### src/rtl/shot_link.sv
// rtl/shot_link.sv - shot-exchange protocol engine over a UART byte link.
// Define SHOT_LINK_RETRY_EN to retransmit unanswered SHOT frames before flagging a link error.
module shot_link #(
  parameter int unsigned TIMEOUT_CYCLES = 1_000_000,
  parameter int unsigned MAX_RETRY      = 3
) (
  input  logic       clk,
  input  logic       rst_n,
  input  logic       frame_start,
  input  logic       shot_req,
  input  logic [7:0] shot_addr,
  output logic [1:0] msg_send,
  output logic [1:0] msg_in,
  output logic [7:0] check_in,
  output logic [7:0] board_addr,
  input  logic       board_hit,
  output logic [7:0] tx_data,
  output logic       tx_start,
  input  logic       tx_busy,
  input  logic [7:0] rx_data,
  input  logic       rx_valid,
  output logic       link_err
);

  localparam logic [7:0] BYTE_HDR  = 8'hA0;
  localparam logic [7:0] BYTE_MISS = 8'hB1;
  localparam logic [7:0] BYTE_HIT  = 8'hB2;
  localparam int TW = $clog2(TIMEOUT_CYCLES + 1);
  localparam int RW = $clog2(MAX_RETRY + 2);

`ifdef SHOT_LINK_RETRY_EN
  localparam logic [RW-1:0] RETRY_LIMIT = RW'(MAX_RETRY);
`else
  localparam logic [RW-1:0] RETRY_LIMIT = '0;
`endif

  typedef enum logic [2:0] {
    S_IDLE, S_TX_HDR, S_TX_ADDR, S_WAIT_RES, S_RX_ADDR, S_LOOKUP, S_TX_RES, S_ERR
  } state_t;

  state_t          state, state_n;
  logic            shot_req_q;
  logic            req_pend;
  logic [7:0]      pend_addr;
  logic [7:0]      shot_reg;
  logic [TW-1:0]   tmo_cnt;
  logic [RW-1:0]   retry_cnt;
  logic            tx_start_q;
  logic            send_seen;
  logic            in_seen;

  logic            tx_ok;
  logic            rx_res;
  logic            tmo_done;
  logic            do_tx;
  logic [7:0]      tx_byte;
  logic            take_req;
  logic            cap_addr;
  logic            load_send;
  logic            load_in;
  logic            retry_inc;
  logic            retry_clr;

  // Busy is not trusted in the strobe cycle or the one after it, so hold off both.
  assign tx_ok    = !tx_busy && !tx_start && !tx_start_q;
  assign rx_res   = rx_valid && (rx_data == BYTE_MISS || rx_data == BYTE_HIT);
  assign tmo_done = (tmo_cnt == TW'(TIMEOUT_CYCLES - 1));

  always_ff @(posedge clk or negedge rst_n) begin
    if (!rst_n) state <= S_IDLE;
    else        state <= state_n;
  end

  always_comb begin
    state_n   = state;
    do_tx     = 1'b0;
    tx_byte   = BYTE_HDR;
    take_req  = 1'b0;
    cap_addr  = 1'b0;
    load_send = 1'b0;
    load_in   = 1'b0;
    retry_inc = 1'b0;
    retry_clr = 1'b0;
    case (state)
      S_IDLE: begin
        if (rx_valid && rx_data == BYTE_HDR) begin
          state_n = S_RX_ADDR;
        end else if (req_pend) begin
          take_req = 1'b1;
          state_n  = S_TX_HDR;
        end
      end
      S_TX_HDR: begin
        if (tx_ok) begin
          do_tx   = 1'b1;
          tx_byte = BYTE_HDR;
          state_n = S_TX_ADDR;
        end
      end
      S_TX_ADDR: begin
        if (tx_ok) begin
          do_tx   = 1'b1;
          tx_byte = shot_reg;
          state_n = S_WAIT_RES;
        end
      end
      S_WAIT_RES: begin
        if (rx_res) begin
          load_send = 1'b1;
          retry_clr = 1'b1;
          state_n   = S_IDLE;
        end else if (tmo_done) begin
          if (retry_cnt == RETRY_LIMIT) begin
            state_n = S_ERR;
          end else begin
            retry_inc = 1'b1;
            state_n   = S_TX_HDR;
          end
        end
      end
      S_RX_ADDR: begin
        if (rx_valid) begin
          cap_addr = 1'b1;
          state_n  = S_LOOKUP;
        end else if (tmo_done) begin
          state_n = S_IDLE;
        end
      end
      S_LOOKUP: state_n = S_TX_RES;
      S_TX_RES: begin
        if (tx_ok) begin
          do_tx   = 1'b1;
          tx_byte = board_hit ? BYTE_HIT : BYTE_MISS;
          load_in = 1'b1;
          state_n = S_IDLE;
        end
      end
      S_ERR:   state_n = S_ERR;
      default: state_n = S_IDLE;
    endcase
  end

  always_ff @(posedge clk or negedge rst_n) begin
    if (!rst_n) begin
      shot_req_q <= 1'b0;
      req_pend   <= 1'b0;
      pend_addr  <= '0;
      shot_reg   <= '0;
      tmo_cnt    <= '0;
      retry_cnt  <= '0;
      tx_start   <= 1'b0;
      tx_start_q <= 1'b0;
      tx_data    <= '0;
      check_in   <= '0;
      board_addr <= '0;
      msg_send   <= '0;
      msg_in     <= '0;
      send_seen  <= 1'b0;
      in_seen    <= 1'b0;
      link_err   <= 1'b0;
    end else begin
      shot_req_q <= shot_req;
      if (shot_req && !shot_req_q) begin
        req_pend  <= 1'b1;
        pend_addr <= shot_addr;
      end else if (take_req) begin
        req_pend <= 1'b0;
      end
      if (take_req) shot_reg <= pend_addr;

      // Counter runs only while parked in a waiting state; any transition zeroes it.
      if ((state == S_WAIT_RES || state == S_RX_ADDR) && state_n == state)
        tmo_cnt <= tmo_cnt + TW'(1);
      else
        tmo_cnt <= '0;

      if (retry_clr)      retry_cnt <= '0;
      else if (retry_inc) retry_cnt <= retry_cnt + RW'(1);

      tx_start   <= do_tx;
      tx_start_q <= tx_start;
      if (do_tx) tx_data <= tx_byte;

      if (cap_addr) begin
        check_in   <= rx_data;
        board_addr <= rx_data;
      end

      // Results survive until the second frame boundary after their load.
      if (load_send) begin
        msg_send  <= (rx_data == BYTE_HIT) ? 2'b10 : 2'b01;
        send_seen <= 1'b0;
      end else if (frame_start && msg_send != 2'b00) begin
        if (send_seen) begin
          msg_send  <= 2'b00;
          send_seen <= 1'b0;
        end else begin
          send_seen <= 1'b1;
        end
      end

      if (load_in) begin
        msg_in  <= {board_hit, !board_hit};
        in_seen <= 1'b0;
      end else if (frame_start && msg_in != 2'b00) begin
        if (in_seen) begin
          msg_in  <= 2'b00;
          in_seen <= 1'b0;
        end else begin
          in_seen <= 1'b1;
        end
      end

      if (state_n == S_ERR) link_err <= 1'b1;
    end
  end

endmodule
### config.mk
export PLATFORM = sky130hd
export DESIGN_NAME = shot_link
export DESIGN_NICKNAME = d
export VERILOG_FILES = /design/src/rtl/shot_link.sv
export SDC_FILE = /design/constraint.sdc
export NUM_CORES = 1
export LEC_CHECK = 0
export CAP_MARGIN = 20
export CORE_MARGIN = 2
export CORE_UTILIZATION = 30
export CTS_BUF_LIST = sky130_fd_sc_hd__clkbuf_8
export DETAILED_ROUTE_END_ITERATION = 12
export PLACE_DENSITY = 0.5
export SYNTH_ARGS = -nofsm -noshare
export SYNTH_HDL_FRONTEND = slang
export SYNTH_SLANG_ARGS = --single-unit
### constraint.sdc
create_clock -name clk -period 6.2 [get_ports clk]
set_clock_uncertainty 0.15 [all_clocks]
set_input_delay 1.55 -clock clk [delete_from_list [all_inputs] [get_ports clk]]
set_output_delay 1.55 -clock clk [all_outputs]
set_load 0.01 [all_outputs]
# Yosys cells after proc, flatten, opt, wreduce, memory -nomap -nowiden
# Cells that the tools add are included.
[totals]
register_bits = 69
[classes]
addsub = 2
n_eq_ne = 13
n_mux = 47
n_reduce_logical = 28
[ops]
columns = ["cell", "n"]
rows = [
  ["3-bit two-way mux", 12],
  ["8-bit == test (second input constant)", 3],
  ["3-bit one-hot mux with 8 select lines", 1],
  ["1-bit two-way mux", 22],
  ["20-bit by 1-bit adder with 20-bit output (second input constant)", 1],
  ["20-bit == test (second input constant)", 1],
  ["20-bit two-way mux", 1],
  ["2-bit two-way mux", 8],
  ["8-bit one-hot mux with 2 select lines", 1],
  ["2-bit nonzero test", 8],
  ["3-bit == test (second input constant)", 5],
  ["1-bit logical AND", 8],
  ["8-bit two-way mux", 1],
  ["3-bit by 2-bit == test with 1-bit output (second input constant)", 2],
  ["3-bit zero test", 2],
  ["1-bit zero test", 5],
  ["5-bit two-way mux", 1],
  ["2-bit AND reduction", 2],
  ["3-bit by 1-bit adder with 3-bit output (second input constant)", 1],
  ["3-bit by 1-bit == test with 1-bit output (second input constant)", 1],
  ["3-bit == test", 1],
  ["3-bit OR reduction", 1],
  ["1-bit logical OR", 2],
]

# Longest topological paths before layout
[depth]
ltp_word = 8
depth_mapped = 9
ltp_nobuf = 7

# Least setup slack after synthesis
# No wires, ideal clock.
[synth_timing]
path_type = "input port to flip-flop"
from = "input port rx_data[6]"
to = "register tmo_cnt[3]"
setup_ns = 0.095
arrival_ns = 2.971
required_time_ns = 5.955
slack_ns = 2.985
stages = 8
n_path_buf = 2
path_cell_list = "and4b_4 -> a31oi_4 -> and2_4 -> buf_6 -> nor3_2 -> o2111ai_2 -> buf_6 -> nor4_4"
[synth_between]
elab_chain_cells = 8
elab_cells_between_ends = 12
classes_between = "4 x eq/ne; 4 x mux; 4 x reduce/logical"
[synth_rtl]
columns = ["item", "line", "source"]
rows = [
  ["start, declared", "20", "input logic [7:0] rx_data,"],
  ["8-bit == test", "66", "assign rx_res = rx_valid && (rx_data == BYTE_MISS || rx_data == BYTE_HIT);"],
  ["1-bit logical OR", "66", ""],
  ["1-bit logical AND", "66", ""],
  ["3-bit two-way mux", "108", "if (rx_res) begin"],
  ["3-bit one-hot mux with 8 select lines (*)", "84", "case (state)"],
  ["3-bit == test (*)", "172", "if ((state == S_WAIT_RES || state == S_RX_ADDR) && state_n == state)"],
  ["1-bit logical AND (*)", "172", ""],
  ["20-bit two-way mux (*)", "172", ""],
  ["end signal, assigned", "173", "tmo_cnt <= tmo_cnt + TW'(1);"],
  ["end, declared", "46", "logic [TW-1:0] tmo_cnt;"],
]
# Mark *: on every way between the ends. The rest lies on a longest branch, timed or not.
# A chain may end at the register's enable or synchronous reset.

# Worst setup path in the final report
[layout_timing]
from = "input port tx_busy"
to = "register tmo_cnt[17]"
[layout_between]
elab_chain_cells = 8
elab_cells_between_ends = 10
classes_between = "1 x eq/ne; 5 x mux; 4 x reduce/logical"
[layout_rtl]
columns = ["item", "line", "source"]
rows = [
  ["start, declared", "19", "input logic tx_busy,"],
  ["1-bit zero test (*)", "65", "assign tx_ok = !tx_busy && !tx_start && !tx_start_q;"],
  ["1-bit logical AND (*) (2 in a row)", "65", ""],
  ["3-bit two-way mux, on equally long branches", "131, 101, 94", ""],
  ["3-bit one-hot mux with 8 select lines (*)", "84", ""],
  ["3-bit == test (*)", "172", ""],
  ["1-bit logical AND (*)", "172", ""],
  ["20-bit two-way mux (*)", "172", ""],
]
# Marks and branches as above.

==> results.txt <==
Synth cell count leaders - dfrtp_1 (69), mux2_2 (24), nand2_1 (24)
Cells on worst reg2reg path - 7
CP arrival - 3.88 ns
Most frequent cell after synthesis - dfrtp_1
Maximum clock path buffer count - 2
Leak - 1.65 nW
CTS tree - built
Number of core rows - 38
Post-DP HPWL - 4540 um
Die H - 108 um
Syn_nets - 312
Die width - 108 um
Max FO, Critical Path - 20
Worst slew pin tran - 1.08 ns
R2R Setup Slk - 3.20 ns
Tot Pwr - 0.00168 W
Mean Syn Cell Area - 11.4 um^2
Crit Reg-Reg Startpoint - tmo_cnt[0]
Vias in the first global route - 2251
Synthesized netlist cell count - 286
# DRC - 0
Maxcap violations - 0
Share of the synthesized area in the top cell type - 53.0%
Biggest register - tmo_cnt
CP startpoint kind - input port
Initial antenna violation count - 0
Worst-path clk slew - 0.09 ns
Post-synth EDFFs - 0
Pwr per Cell Area - 416 mW/mm^2
Mapped cell area - 0.00326 mm^2
Setup TNS - 0 ns
Post-route minimum period - 3.84 ns
VDD IR-drop max - 0.000151 V
Core area - 0.0107 mm^2
Multi-input gate area - 0.00137 mm^2
RSZ-0062 raised after global routing - no
Nets - 356
Fraction of layout cells with a size suffix above 1 - 16.4%
Max FFs per register - 20
Critical Path RT - 6.24 ns
First-pass GRT wire length - 11000 um
CP max stage cell - o2111ai_2
Synth area leader - dfrtp_1
Seq/Total Area, Yosys - 53.0%
Via count - 2233
Final wirelength - 6680 um
Fin. Hold Viols - 0
Crit path top cell by count - nor3_1
Fin. max-slew vios - 0
Routability Congestion - 0.769
Largest net degree at the start of global routing - 70
# diodes - 0
Area added between synthesis and finish - 24.1%
DR iter-0 viols - 87
R2R Path End - tmo_cnt[17]
Status - finished, final reports clean
Family with the most delay on the worst path - compound AO/OA/AOI/OAI gates
Post-route ant nets - 0
Router iterations before antenna repair - 4
Asr flop ratio synth - 100%
# setup viols final - 0
Yosys warning count - 0
Hold depth - 0
Synth unique cells - 50
All-layer global routing usage - 12.2%
# H-tree levels - 3
Maximum clock rate - 260 MHz
Worst path buffer plus inverter count - 1
Hold EP - tx_start_q
Fillers - 1063
Die area - 0.0117 mm^2
Max_slew headroom - 27.4%
Avg Vias per Cell - 4.70
Clock Sinks - 69
Count of boundary I/O pins - 53
# resized after CTS - 0
Post-CTS Setup Repair Bufs - 0
Hold_buf cts - 0
Hold Crit Start - tx_start
Routed WL per cell - 14.1 um
CP Cell Sequence - clkdlybuf4s50_1 > nor3_1 > nand2_1 > a32oi_1 > nor3_2 > o2111ai_2 > nor3_1
Crit-path max cell delay - 0.83 ns
Worst hold path class - flop to flop
Skew-Pair Late Insertion Delay - 0.35 ns
CTS root buf - clkbuf_8
CP Class - input port to flop
Tcrit/Tclk final - 62.0%
Main area contributors after synthesis - dfrtp_1 (53%), mux2_2 (8.3%), xor2_1 (4.3%)
GRT overflow - 0
Number of I/O port buffers - 52
Num CTS Buffers - 9
Finished Core Util - 37.8%
Worst Setup End Kind - flop
Reg area - 0.00173 mm^2
Starting Density - 30.5%
Flop and latch count out of synthesis - 69
Prevailing post-synth register cell - dfrtp_1
-- kinds of logic (layout without fill, tap and decap cells) --
| logic type | after synthesis | in the layout | synth area share [%] |
|---|---|---|---|
| AND/OR/NAND/NOR | 105 | 105 | 18.1 |
| flip-flops | 69 | 69 | 53.0 |
| AO/OA/AOI/OAI | 33 | 33 | 7.52 |
| multiplexers | 28 | 28 | 9.52 |
| buffers and inverters | 27 | 76 | 5.11 |
| XOR/XNOR | 21 | 21 | 5.64 |
| adder cells (fa/ha/maj) | 3 | 3 | 1.15 |
-- layout by cell type, fill, tap and decap left out, drive strengths merged, types with 5 or more instances in the layout --
master,synthesis,layout
inv,7,10
o21ai,14,14
nand2,24,24
nor3,13,13
nor2,23,23
and2,5,5
xor2,16,16
xnor2,5,5
clkdlybuf4s50,0,51
dfrtp,69,69
nand3,12,12
mux2,24,24
clkbuf,4,9
nand4,6,6
-- worst max path at each step --
stage,startpoint,endpoint,depth (start not counted)
floorplan,rx_data[6],tmo_cnt[3],8
global placement,rx_valid,tmo_cnt[14],7
detailed placement,rx_valid,tmo_cnt[17],7
CTS,rx_valid,tmo_cnt[19],7
global route,tx_busy,tmo_cnt[14],7
finish,tx_busy,tmo_cnt[17],7
-- per-layer routing --
layer | up-vias | wire (um) | GRT usage (%)
met2 | 39 | 3250 | 19.1
met5 | - | 0 | 0
met4 | 0 | 60 | 4.67
met3 | 5 | 265 | 3.56
met1 | 1106 | 3100 | 15.9
li1 | 1083 | - | -
-- cell type report --
type	instances	share of cell area, %
flip-flops and latches	69	42.7
multi-input cells	190	33.8
repair buffers	53	12.9
well taps	140	4.33
clock buffers	9	3.06
clock inverters	7	2.57
inverters	7	0.650
-- report_power, final --
part	switching (W)	total (W)	internal (W)	leakage [nW]
Clock	0.000191	0.000423	0.000232	0.115
Sequential	0.000103	0.000674	0.000571	0.865
Combinational	0.000277	0.000587	0.000310	0.673
-- stage by stage --
stage          worst slack (ns)  hold WS (ns)  instance area [um^2]  std cells
6_report                   2.36         0.293                  4050        475
4_1_cts                    2.32         0.311                  4050        475
3_5_place_dp               1.95         0.289                  3820        459
5_1_grt                    2.03         0.337                  4050        475
2_1_floorplan              2.98         0.299                  3260        286
3_3_place_gp               2.01         0.294                  3820        459
-- worst reg2reg max path, delay by kind of cell (launching register included) --
kind / cells / cell delay, ns
AND/OR/NAND/NOR: 4 / 0.86
flip-flops: 1 / 0.39
AO/OA/AOI/OAI: 2 / 1.26
adder cells (fa/ha/maj): 1 / 0.19
No activity file was read; power rests on OpenSTA's default activity.
